===== src/rtl/sram_port_arbiter_if.sv =====
// Bundles the instruction-side and data-side SRAM request/response ports
// together with the physical single-port RAM port.
//   slave  : view used by the arbiter (requests in, grants/responses/RAM drive out)
//   master : view used by whatever drives the requests and models the RAM
interface sram_port_arbiter_if;
  // Instruction side
  logic        inst_req;
  logic [3:0]  inst_wen;
  logic [31:0] inst_addr;
  logic [31:0] inst_wdata;
  logic        inst_rready;
  logic        inst_gnt;
  logic        inst_rvalid;
  logic [31:0] inst_rdata;
  logic        inst_stallreq;
  // Data side
  logic        data_req;
  logic [3:0]  data_wen;
  logic [31:0] data_addr;
  logic [31:0] data_wdata;
  logic        data_rready;
  logic        data_gnt;
  logic        data_rvalid;
  logic [31:0] data_rdata;
  logic        data_stallreq;
  // Physical RAM
  logic        ram_en;
  logic [3:0]  ram_wen;
  logic [31:0] ram_addr;
  logic [31:0] ram_wdata;
  logic [31:0] ram_rdata;

  modport slave (
    input  inst_req, inst_wen, inst_addr, inst_wdata, inst_rready,
    input  data_req, data_wen, data_addr, data_wdata, data_rready,
    input  ram_rdata,
    output inst_gnt, inst_rvalid, inst_rdata, inst_stallreq,
    output data_gnt, data_rvalid, data_rdata, data_stallreq,
    output ram_en, ram_wen, ram_addr, ram_wdata
  );

  modport master (
    output inst_req, inst_wen, inst_addr, inst_wdata, inst_rready,
    output data_req, data_wen, data_addr, data_wdata, data_rready,
    output ram_rdata,
    input  inst_gnt, inst_rvalid, inst_rdata, inst_stallreq,
    input  data_gnt, data_rvalid, data_rdata, data_stallreq,
    input  ram_en, ram_wen, ram_addr, ram_wdata
  );
endinterface


===== src/rtl/sram_port_arbiter.sv =====
// Arbitrates instruction fetch and load/store onto one single-port synchronous
// SRAM with a one-cycle read latency. Data wins ties unless fetch has already
// lost MAX_WAIT consecutive eligible cycles. Each side keeps one read response
// (pass-through in the first cycle, then a hold register) so a stalled
// requester never loses returned data.
// Ports:
//   clk    : clock, rising edge
//   rst    : synchronous active-high reset
//   bus_io : request/response ports of both sides plus the RAM port (slave view)
module sram_port_arbiter #(
  parameter int unsigned MAX_WAIT = 4  // 1..15
) (
  input logic                  clk,
  input logic                  rst,
  sram_port_arbiter_if.slave   bus_io
);

  typedef enum logic [1:0] {StEmpty, StLive, StHeld} rsp_st_e;

  localparam logic [3:0] MaxWaitCnt = 4'(MAX_WAIT);

  rsp_st_e     inst_st_q, inst_st_d;
  rsp_st_e     data_st_q, data_st_d;
  logic [31:0] inst_hold_q, inst_hold_d;
  logic [31:0] data_hold_q, data_hold_d;
  logic [3:0]  wait_cnt_q, wait_cnt_d;

  logic inst_elig, data_elig;
  logic inst_gnt, data_gnt;

  // Next response state for one side. A new read grant always reopens the
  // response; otherwise an outstanding response is either consumed or parked.
  function automatic rsp_st_e rsp_next(rsp_st_e st, logic gnt, logic [3:0] wen, logic rready);
    rsp_st_e nxt;
    nxt = StEmpty;
    if (gnt) begin
      nxt = (wen == 4'h0) ? StLive : StEmpty;
    end else begin
      case (st)
        StLive, StHeld: nxt = rready ? StEmpty : StHeld;
        default:        nxt = StEmpty;
      endcase
    end
    return nxt;
  endfunction

  // A side with an unconsumed response may only issue if it frees the slot now.
  always_comb begin
    inst_elig = bus_io.inst_req & ((inst_st_q == StEmpty) | bus_io.inst_rready);
    data_elig = bus_io.data_req & ((data_st_q == StEmpty) | bus_io.data_rready);
    inst_gnt  = inst_elig & (~data_elig | (wait_cnt_q == MaxWaitCnt));
    data_gnt  = data_elig & ~inst_gnt;
  end

  always_comb begin
    wait_cnt_d = wait_cnt_q;
    if (inst_gnt) begin
      wait_cnt_d = 4'h0;
    end else if (inst_elig && (wait_cnt_q != MaxWaitCnt)) begin
      wait_cnt_d = wait_cnt_q + 4'h1;
    end
  end

  always_comb begin
    inst_st_d   = rsp_next(inst_st_q, inst_gnt, bus_io.inst_wen, bus_io.inst_rready);
    data_st_d   = rsp_next(data_st_q, data_gnt, bus_io.data_wen, bus_io.data_rready);
    inst_hold_d = inst_hold_q;
    data_hold_d = data_hold_q;
    // RAM output is only valid for one cycle; park it if not consumed now.
    if ((inst_st_q == StLive) && !bus_io.inst_rready) inst_hold_d = bus_io.ram_rdata;
    if ((data_st_q == StLive) && !bus_io.data_rready) data_hold_d = bus_io.ram_rdata;
  end

  always_ff @(posedge clk) begin
    if (rst) begin
      inst_st_q   <= StEmpty;
      data_st_q   <= StEmpty;
      inst_hold_q <= 32'h0;
      data_hold_q <= 32'h0;
      wait_cnt_q  <= 4'h0;
    end else begin
      inst_st_q   <= inst_st_d;
      data_st_q   <= data_st_d;
      inst_hold_q <= inst_hold_d;
      data_hold_q <= data_hold_d;
      wait_cnt_q  <= wait_cnt_d;
    end
  end

  // Grants, stalls and the RAM mux.
  always_comb begin
    bus_io.inst_gnt      = inst_gnt;
    bus_io.data_gnt      = data_gnt;
    bus_io.inst_stallreq = bus_io.inst_req & ~inst_gnt;
    bus_io.data_stallreq = bus_io.data_req & ~data_gnt;
    bus_io.ram_en        = inst_gnt | data_gnt;
    bus_io.ram_wen       = 4'h0;
    bus_io.ram_addr      = 32'h0;
    bus_io.ram_wdata     = 32'h0;
    if (inst_gnt) begin
      bus_io.ram_wen   = bus_io.inst_wen;
      bus_io.ram_addr  = bus_io.inst_addr;
      bus_io.ram_wdata = bus_io.inst_wdata;
    end else if (data_gnt) begin
      bus_io.ram_wen   = bus_io.data_wen;
      bus_io.ram_addr  = bus_io.data_addr;
      bus_io.ram_wdata = bus_io.data_wdata;
    end
  end

  // Responses.
  always_comb begin
    bus_io.inst_rvalid = (inst_st_q != StEmpty);
    bus_io.data_rvalid = (data_st_q != StEmpty);
    case (inst_st_q)
      StLive:  bus_io.inst_rdata = bus_io.ram_rdata;
      StHeld:  bus_io.inst_rdata = inst_hold_q;
      default: bus_io.inst_rdata = 32'h0;
    endcase
    case (data_st_q)
      StLive:  bus_io.data_rdata = bus_io.ram_rdata;
      StHeld:  bus_io.data_rdata = data_hold_q;
      default: bus_io.data_rdata = 32'h0;
    endcase
  end

endmodule


===== src/flat_wrapper.sv =====
// flat-port wrapper written by rule: the top's interface ports become plain ports
module sram_port_arbiter_flat 
#(
  parameter int unsigned MAX_WAIT = 4          
)
  (clk, rst, bus_io_inst_req, bus_io_inst_wen, bus_io_inst_addr, bus_io_inst_wdata, bus_io_inst_rready, bus_io_data_req, bus_io_data_wen, bus_io_data_addr, bus_io_data_wdata, bus_io_data_rready, bus_io_ram_rdata, bus_io_inst_gnt, bus_io_inst_rvalid, bus_io_inst_rdata, bus_io_inst_stallreq, bus_io_data_gnt, bus_io_data_rvalid, bus_io_data_rdata, bus_io_data_stallreq, bus_io_ram_en, bus_io_ram_wen, bus_io_ram_addr, bus_io_ram_wdata);
  sram_port_arbiter_if bus_io_i ();
  input logic clk;
  input logic rst;
  input wire logic [$bits(bus_io_i.inst_req)-1:0] bus_io_inst_req;
  input wire logic [$bits(bus_io_i.inst_wen)-1:0] bus_io_inst_wen;
  input wire logic [$bits(bus_io_i.inst_addr)-1:0] bus_io_inst_addr;
  input wire logic [$bits(bus_io_i.inst_wdata)-1:0] bus_io_inst_wdata;
  input wire logic [$bits(bus_io_i.inst_rready)-1:0] bus_io_inst_rready;
  input wire logic [$bits(bus_io_i.data_req)-1:0] bus_io_data_req;
  input wire logic [$bits(bus_io_i.data_wen)-1:0] bus_io_data_wen;
  input wire logic [$bits(bus_io_i.data_addr)-1:0] bus_io_data_addr;
  input wire logic [$bits(bus_io_i.data_wdata)-1:0] bus_io_data_wdata;
  input wire logic [$bits(bus_io_i.data_rready)-1:0] bus_io_data_rready;
  input wire logic [$bits(bus_io_i.ram_rdata)-1:0] bus_io_ram_rdata;
  output wire logic [$bits(bus_io_i.inst_gnt)-1:0] bus_io_inst_gnt;
  output wire logic [$bits(bus_io_i.inst_rvalid)-1:0] bus_io_inst_rvalid;
  output wire logic [$bits(bus_io_i.inst_rdata)-1:0] bus_io_inst_rdata;
  output wire logic [$bits(bus_io_i.inst_stallreq)-1:0] bus_io_inst_stallreq;
  output wire logic [$bits(bus_io_i.data_gnt)-1:0] bus_io_data_gnt;
  output wire logic [$bits(bus_io_i.data_rvalid)-1:0] bus_io_data_rvalid;
  output wire logic [$bits(bus_io_i.data_rdata)-1:0] bus_io_data_rdata;
  output wire logic [$bits(bus_io_i.data_stallreq)-1:0] bus_io_data_stallreq;
  output wire logic [$bits(bus_io_i.ram_en)-1:0] bus_io_ram_en;
  output wire logic [$bits(bus_io_i.ram_wen)-1:0] bus_io_ram_wen;
  output wire logic [$bits(bus_io_i.ram_addr)-1:0] bus_io_ram_addr;
  output wire logic [$bits(bus_io_i.ram_wdata)-1:0] bus_io_ram_wdata;
  assign bus_io_i.inst_req = bus_io_inst_req;
  assign bus_io_i.inst_wen = bus_io_inst_wen;
  assign bus_io_i.inst_addr = bus_io_inst_addr;
  assign bus_io_i.inst_wdata = bus_io_inst_wdata;
  assign bus_io_i.inst_rready = bus_io_inst_rready;
  assign bus_io_i.data_req = bus_io_data_req;
  assign bus_io_i.data_wen = bus_io_data_wen;
  assign bus_io_i.data_addr = bus_io_data_addr;
  assign bus_io_i.data_wdata = bus_io_data_wdata;
  assign bus_io_i.data_rready = bus_io_data_rready;
  assign bus_io_i.ram_rdata = bus_io_ram_rdata;
  assign bus_io_inst_gnt = bus_io_i.inst_gnt;
  assign bus_io_inst_rvalid = bus_io_i.inst_rvalid;
  assign bus_io_inst_rdata = bus_io_i.inst_rdata;
  assign bus_io_inst_stallreq = bus_io_i.inst_stallreq;
  assign bus_io_data_gnt = bus_io_i.data_gnt;
  assign bus_io_data_rvalid = bus_io_i.data_rvalid;
  assign bus_io_data_rdata = bus_io_i.data_rdata;
  assign bus_io_data_stallreq = bus_io_i.data_stallreq;
  assign bus_io_ram_en = bus_io_i.ram_en;
  assign bus_io_ram_wen = bus_io_i.ram_wen;
  assign bus_io_ram_addr = bus_io_i.ram_addr;
  assign bus_io_ram_wdata = bus_io_i.ram_wdata;
  sram_port_arbiter #(.MAX_WAIT(MAX_WAIT)) u_core (.clk(clk), .rst(rst), .bus_io(bus_io_i));
endmodule

===== config.mk =====
export PLATFORM = sky130hd
export DESIGN_NAME = sram_port_arbiter_flat
export DESIGN_NICKNAME = d
export VERILOG_FILES = /design/src/rtl/sram_port_arbiter_if.sv /design/src/rtl/sram_port_arbiter.sv /design/src/flat_wrapper.sv
export SDC_FILE = /design/constraint.sdc
export NUM_CORES = 1
export LEC_CHECK = 0
export ABC_AREA = 1
export CORE_MARGIN = 8
export CORE_UTILIZATION = 35
export DETAILED_ROUTE_END_ITERATION = 6
export PLACE_DENSITY = 0.91
export SYNTH_ARGS = -nofsm -noshare
export SYNTH_HDL_FRONTEND = slang
export SYNTH_SLANG_ARGS = --single-unit

===== constraint.sdc =====
create_clock -name clk -period 2.2 [get_ports clk]
set_clock_uncertainty 0.15 [all_clocks]
set_input_delay 0.55 -clock clk [delete_from_list [all_inputs] [get_ports clk]]
set_output_delay 0.55 -clock clk [all_outputs]
set_load 0.02 [all_outputs]

==> flow_summary.toml, run 1 <==
[final_layout]
nets = 1406
post-route-util_pct = 92.3
instances_no_fill = 1405
area_delta_synth_final_pct = 157
drive_gt1_share_pct = 49.3

[sta]
fin_ws_ns = -0.698
rsz0062_at_grt = "true"
drv_slew = 0
fmax_ghz = 0.345
worst_pin_slew_ns = 0.834
hold_violations = 0
slew_headroom_pct = 43.8
min_period_ns = 2.90
setup_viol = 140
min_period_over_period_pct = 132

[min_path]
worstHoldEndpoint = "u_core.inst_hold_q[5]$_SDFFE_PP0P_"
min_from = "u_core.inst_hold_q[5]$_SDFFE_PP0P_"
hold_path_class = "flip-flop to flip-flop"
min_path_cells = 2

[cts]
holdBufCountCts = 0
cts_buffers = 9
h-tree-depth = 3
cts.sinks = 72
root_buffer = "clkbuf_16"
clk_latency_ns = 0.35
clkTransAtPathRegs_ns = 0.07
cts_buffer_depth = 2
cts_tree = "yes"

[grt]
grt_overflow = 0
grt_pass1_vias = 7779
grt_pass1_wl_um = 47100
antenna_found_initial = 7
grt_max_degree = 42
grtUsageTotal_pct = 37.2

[floorplan]
io_pins = 313
core_sq_mm = 0.0127
die-height_um = 130
die_x_um = 130
die_area_sq_mm = 0.0169
start_util_pct = 35.9
rows = 41

[yosys]
ys_ff_latch = 72
synth_ff_type = "dfxtp_1"
yosysSeqAreaShare_pct = 31.7
yosysWarnings = 0
synth_edf_count = 0
syn_nets = 969
syn-cell-area_sq_mm = 0.00455
postSynthAreaPerCell_sq_um = 5.78
synth-async-reset-ratio_pct = 0
synth_cell_types = 19
synthCells = 787

[critical_path]
critPathCaptureType = "output pin"
startpoint_type = "flip-flop"
worstReg2RegStart = "u_core.data_st_q[1]$_SDFF_PP0_"
rrSetupSlack_ns = -0.36
path_max_fanout = 4
rr_worst_depth = 11
crit_start = "u_core.inst_st_q[1]$_SDFF_PP0_"
required_ns = 1.50
path_class = "flip-flop to output pin"
r2r-end = "u_core.data_hold_q[9]$_SDFFE_PP0P_"
critPathArrivalTime_ns = 2.20

[place]
dpl.hpwl_um = 18900
io_buffers = 312
gp_congestion = 0.904
place_inst = 1290

[drt]
wire_per_inst_um = 31.0
ant_nets = 0
drt_iter0_drc = 1218
highest_layer = "met5"
route.vias.total = 8781
drt-pass1-iter-count = 7
routed_wl_um = 43600
viasPerCell = 6.25
drc = 2
dr_wl_met3_um = 6710
dr_wl_met2_um = 19200
wl_met1_um = 12800

[power_and_ir_drop]
p_total_uw = 4580
p_per_area_mw_per_mm2 = 391
p_leak_uw = 0.00495
peakVddDrop_v = 0.000661

[run_status]
violations = "DRC, setup timing"
outcome = "finished, violations left"

[run]
maxCapViolCount = 0
[worst max-delay path by stage]
stage	to	slack [ns]	cells past startpoint
after CTS	bus_io_ram_wen[3]	-0.55	13
final	bus_io_ram_wdata[14]	-0.70	13
after detailed placement	bus_io_ram_addr[11]	-1.04	7
after global placement	bus_io_ram_addr[20]	-1.02	7
after global routing	bus_io_ram_wdata[12]	-0.73	11
after floorplan	bus_io_ram_addr[25]	-0.0008	8
[area by class of cell]
cell class | count | area [sq um]
diodes | 4 | 10.0
clock buffers | 12 | 246
multi-input cells | 640 | 4090
inverters | 22 | 90.1
clock inverters | 4 | 76.3
well taps | 172 | 215
repair buffers | 479 | 5520
flip-flops and latches | 72 | 1450
fillers | 441 | 975
[flip-flops by register name, indices dropped and copies added, names as in the netlist]
signal              cells
u_core.data_hold_q     32
u_core.inst_hold_q     32
u_core.wait_cnt_q       4
u_core.data_st_q        2
u_core.inst_st_q        2
[critical path, stage by stage, from the launching register on]
cell and delay, ns:
dfxtp_2 0.34, inv_2 0.04, buf_6 0.11, ha_4 0.17
nor2_4 0.15, nor2_4 0.07, a21oi_4 0.23, buf_6 0.16
buf_16 0.12, buf_6 0.11, buf_6 0.12, nand2_4 0.06
nand2_2 0.06, buf_6 0.12
[cells in the final DEF (no fill, tap or decap), drive strengths merged]
cell type and instances:
a21oi 70, buf 298, bufinv 2, clkbuf 19, clkdlybuf4s15 1, clkdlybuf4s50 169
clkinvlp 1, dfxtp 72, diode 4, dlygate4sd2 4, ha 8, inv 23
nand2 343, nand3 4, nand4 2, nor2 140, nor3 2, o21ai 70
xor2 1
[repair_timing]
item                                   in CTS  in global routing
buffers inserted                           59                 29
setup endpoints to repair                 139                137
cloned                                     20                  8
resized for setup                         910                328
endpoints found under the hold margin       0                  0
pin swaps                                  23                 87
[routing by layer]
| metal | GRT usage [%] | up-vias |
|---|---|---|
| li1 | - | 3343 |
| met1 | 38.3 | 3961 |
| met5 | 0 | - |
| met2 | 63.9 | 1025 |
| met3 | 13.5 | 446 |
| met4 | 22.6 | 6 |
[kinds of logic (layout without fill, tap and decap cells)]
| kind of cell | count (synthesis) | count (layout) | share of synthesized area [%] |
|---|---|---|---|
| AND/OR/NAND/NOR | 491 | 491 | 42.5 |
| AO/OA/AOI/OAI | 140 | 140 | 15.6 |
| buffers and inverters | 75 | 517 | 7.81 |
| flip-flops | 72 | 72 | 31.7 |
| adder cells (fa/ha/maj) | 8 | 8 | 2.20 |
| XOR/XNOR | 1 | 1 | 0.193 |
| other | 0 | 4 | 0 |
[per-stage QoR]
step                worst slack, ns  hold slack [ns]  setup TNS [ns]  instance area (sq um)
detailed placement            -1.04            0.322          -93.31                   8440
global route                 -0.732            0.354          -62.35                  11700
CTS                          -0.551            0.336          -43.79                  10400
global placement              -1.02            0.311          -91.02                   8440
floorplan                 -0.000815            0.305         -0.0244                   4550
finish                       -0.698            0.347          -58.18                  11700
[synthesized netlist by cell type (3+ instances only)]
master	count	area, sq um
a21oi_1	68	340
buf_12	3	60.1
buf_2	14	70.1
clkbuf_1	35	131
dfxtp_1	72	1440
ha_1	8	100
inv_1	22	82.6
nand2_1	313	1170
nand2_2	30	188
nand3_1	3	15.0
nor2_1	140	526
o21ai_0	66	330
o21ai_1	4	20.0
[power breakdown]
group	switching [uW]	leakage, uW	internal (uW)
Combinational	789	0.00421	791
Sequential	6.86	0.000583	1310
Clock	646	0.000153	1030
Total	1440	0.00495	3130
(Power assumes the default switching activity.)
==> inputs of run 2 (changes only) <==
--- a/config.mk
+++ b/config.mk
@@ -13,3 +13,4 @@
 export SYNTH_ARGS = -nofsm -noshare
 export SYNTH_HDL_FRONTEND = slang
 export SYNTH_SLANG_ARGS = --single-unit
+export TNS_END_PERCENT = 30
==> run 2 against run 1 <==
Compared with the run above:
- sequential power is essentially flat
- the run ends with setup timing left
- worst setup slack gained 0.20 ns
- die area is the same
- count of clock-buffer cells in the layout is the same
- non-clock buffer count shrank 47
- fmax grew 7.5%
- first-iteration DRC count shrank 36%
- wire length shrank 33%
- clock power shrank 5%
- register-to-register slack gained 0.64 ns
- combinational power shrank 25%
- sequential cell count is the same
==> flow_summary.toml, run 2 (synthesized netlist as in run 1, its figures left out) <==
[power_and_ir_drop]
switching_share_pct = 27.5
clkPwrFrac_pct = 39.0
pwr-share-comb_pct = 28.9
peakVddDrop_v = 0.000427
p_leak_uw = 0.00427
p_sw_uw = 1130
p_per_area_mw_per_mm2 = 413
power_frac_seq_pct = 32.1
p_int_uw = 2970

[min_path]
min_path_cells = 2
min_from = "u_core.inst_hold_q[8]$_SDFFE_PP0P_"
worstHoldEndpoint = "u_core.inst_hold_q[8]$_SDFFE_PP0P_"
hold_path_class = "flip-flop to flip-flop"

[critical_path]
rrSetupSlack_ns = 0.28
path_max_fanout = 5
critPathArrivalTime_ns = 2.00
rr_worst_depth = 9
path_class = "flip-flop to output pin"
r2r-end = "u_core.data_st_q[0]$_SDFF_PP0_"
worstReg2RegStart = "u_core.inst_st_q[0]$_SDFF_PP0_"
startpoint_type = "flip-flop"
required_ns = 1.50
critPathCaptureType = "output pin"

[sta]
rsz0062_at_grt = "true"
min_period_over_period_pct = 123
fmax_ghz = 0.371
slew_headroom_pct = 77.7
hold_violations = 0
min_period_ns = 2.70
worst_pin_slew_ns = 0.331
fin_ws_ns = -0.496
setup_viol = 137
setup_tns_ns = -33.34
drv_slew = 0
hold_ws_ns = 0.340

[place]
dpl.hpwl_um = 18900
dp_worst_setup_slack_ns = -1.04
io_buffers = 312
post_dp_cell_area_sq_mm = 0.00844
place_inst = 1290
gp_congestion = 0.904

[floorplan]
core_sq_mm = 0.0127
die_x_um = 130
rows = 41
die-height_um = 130
die_area_sq_mm = 0.0169
io_pins = 313
start_util_pct = 35.9

[drt]
dr_wl_met3_um = 3770
routed_wl_um = 29200
ant_nets = 0
viasPerCell = 5.34
wl_met1_um = 10100
highest_layer = "met5"
drc = 0
wire_per_inst_um = 21.6
dr_wl_met2_um = 13800
drt-pass1-iter-count = 6
drt_iter0_drc = 781
route.vias.total = 7234

[final_layout]
drive_gt1_share_pct = 35.7
final_cell_mix = "272 x nand2_1, 169 x clkdlybuf4s50_1, 135 x nor2_1, 114 x buf_4, 91 x buf_6"
fin_area_sq_mm = 0.00993
area_delta_synth_final_pct = 118
nets = 1359
instances_no_fill = 1355
n_fill_cell = 775
largestRegisters = "u_core.data_hold_q x32, u_core.inst_hold_q x32, u_core.wait_cnt_q x4"
final_common_cell = "nand2_1"

[cts]
root_buffer = "clkbuf_16"
clkTransAtPathRegs_ns = 0.06
cts_buffers = 9
h-tree-depth = 3
cts_buffer_depth = 2
clk_latency_ns = 0.33
cts.sinks = 72
cts_tree = "yes"

[run_status]
violations = "setup timing"
outcome = "finished, violations left"

[grt]
grt_pass1_vias = 6556
grtUsageTotal_pct = 28.6
grt_overflow = 0
grt_max_degree = 42
grt_pass1_wl_um = 36900
antenna_found_initial = 2

[run]
maxCapViolCount = 0
[run 2: final cells by class]
| class | instances | area (sq um) | share of cell area (%) |
|---|---|---|---|
| Clock inverter | 4 | 76.3 | 0.769 |
| Antenna cell | 1 | 2.50 | 0.0252 |
| Sequential cell | 72 | 1450 | 14.6 |
| Tap cell | 172 | 215 | 2.17 |
| Clock buffer | 12 | 246 | 2.48 |
| Timing Repair Buffer | 432 | 4600 | 46.3 |
| Inverter | 22 | 82.6 | 0.832 |
| Multi-Input combinational cell | 640 | 3260 | 32.8 |
[run 2: worst max-delay path by stage]
stage / start / endpoint
floorplan: u_core.wait_cnt_q[0]$_SDFFE_PP0P_ / bus_io_ram_addr[25]
global placement: bus_io_data_rready / bus_io_ram_addr[20]
detailed placement: bus_io_data_rready / bus_io_ram_addr[11]
CTS: u_core.data_st_q[1]$_SDFF_PP0_ / bus_io_data_rdata[7]
global route: u_core.wait_cnt_q[1]$_SDFFE_PP0P_ / bus_io_ram_wdata[3]
finish: u_core.wait_cnt_q[0]$_SDFFE_PP0P_ / bus_io_ram_wdata[3]
[run 2: power by group through the flow]
stage               Combinational [uW]  Sequential, uW  Clock (uW)
finish                            1190            1320        1600
global route                      1240            1320        1650
CTS                               1100            1320        1600
detailed placement                1060            1340           0
global placement                  1050            1340           0
floorplan                          349            1350           0
[run 2: through the flow]
stage / total power [uW] / util [%]
6_report: 4100 / 78.3
5_1_grt: 4210 / 78.3
4_1_cts: 4010 / 71.4
3_5_place_dp: 2410 / 66.6
3_3_place_gp: 2400 / 66.6
2_1_floorplan: 1690 / -
[run 2: what timing repair did]
| action | CTS | global route |
|---|---|---|
| pin swaps | 6 | 47 |
| gates resized for setup | 372 | 458 |
| endpoints found under the hold margin | 0 | 0 |
| cloned | 6 | 11 |
| endpoints found under the setup margin | 139 | 139 |
| hold buffers | 0 | 0 |
| buffers inserted | 11 | 24 |
[run 2: critical path, cell delays in order, from the launching register on]
cell and delay (ns):
dfxtp_1 0.31, inv_1 0.08, ha_2 0.19, nand3_2 0.12, a21oi_4 0.28, buf_6 0.19, buf_16 0.13, buf_4 0.11
nand2_2 0.04, nand2_1 0.09, buf_6 0.12
[run 2: per-layer routing]
layer / global-route usage, % / up-vias
met3: 10.8 / 131
met2: 48.6 / 551
met5: 0 / -
met4: 14.1 / 2
li1: - / 3250
met1: 30.8 / 3300
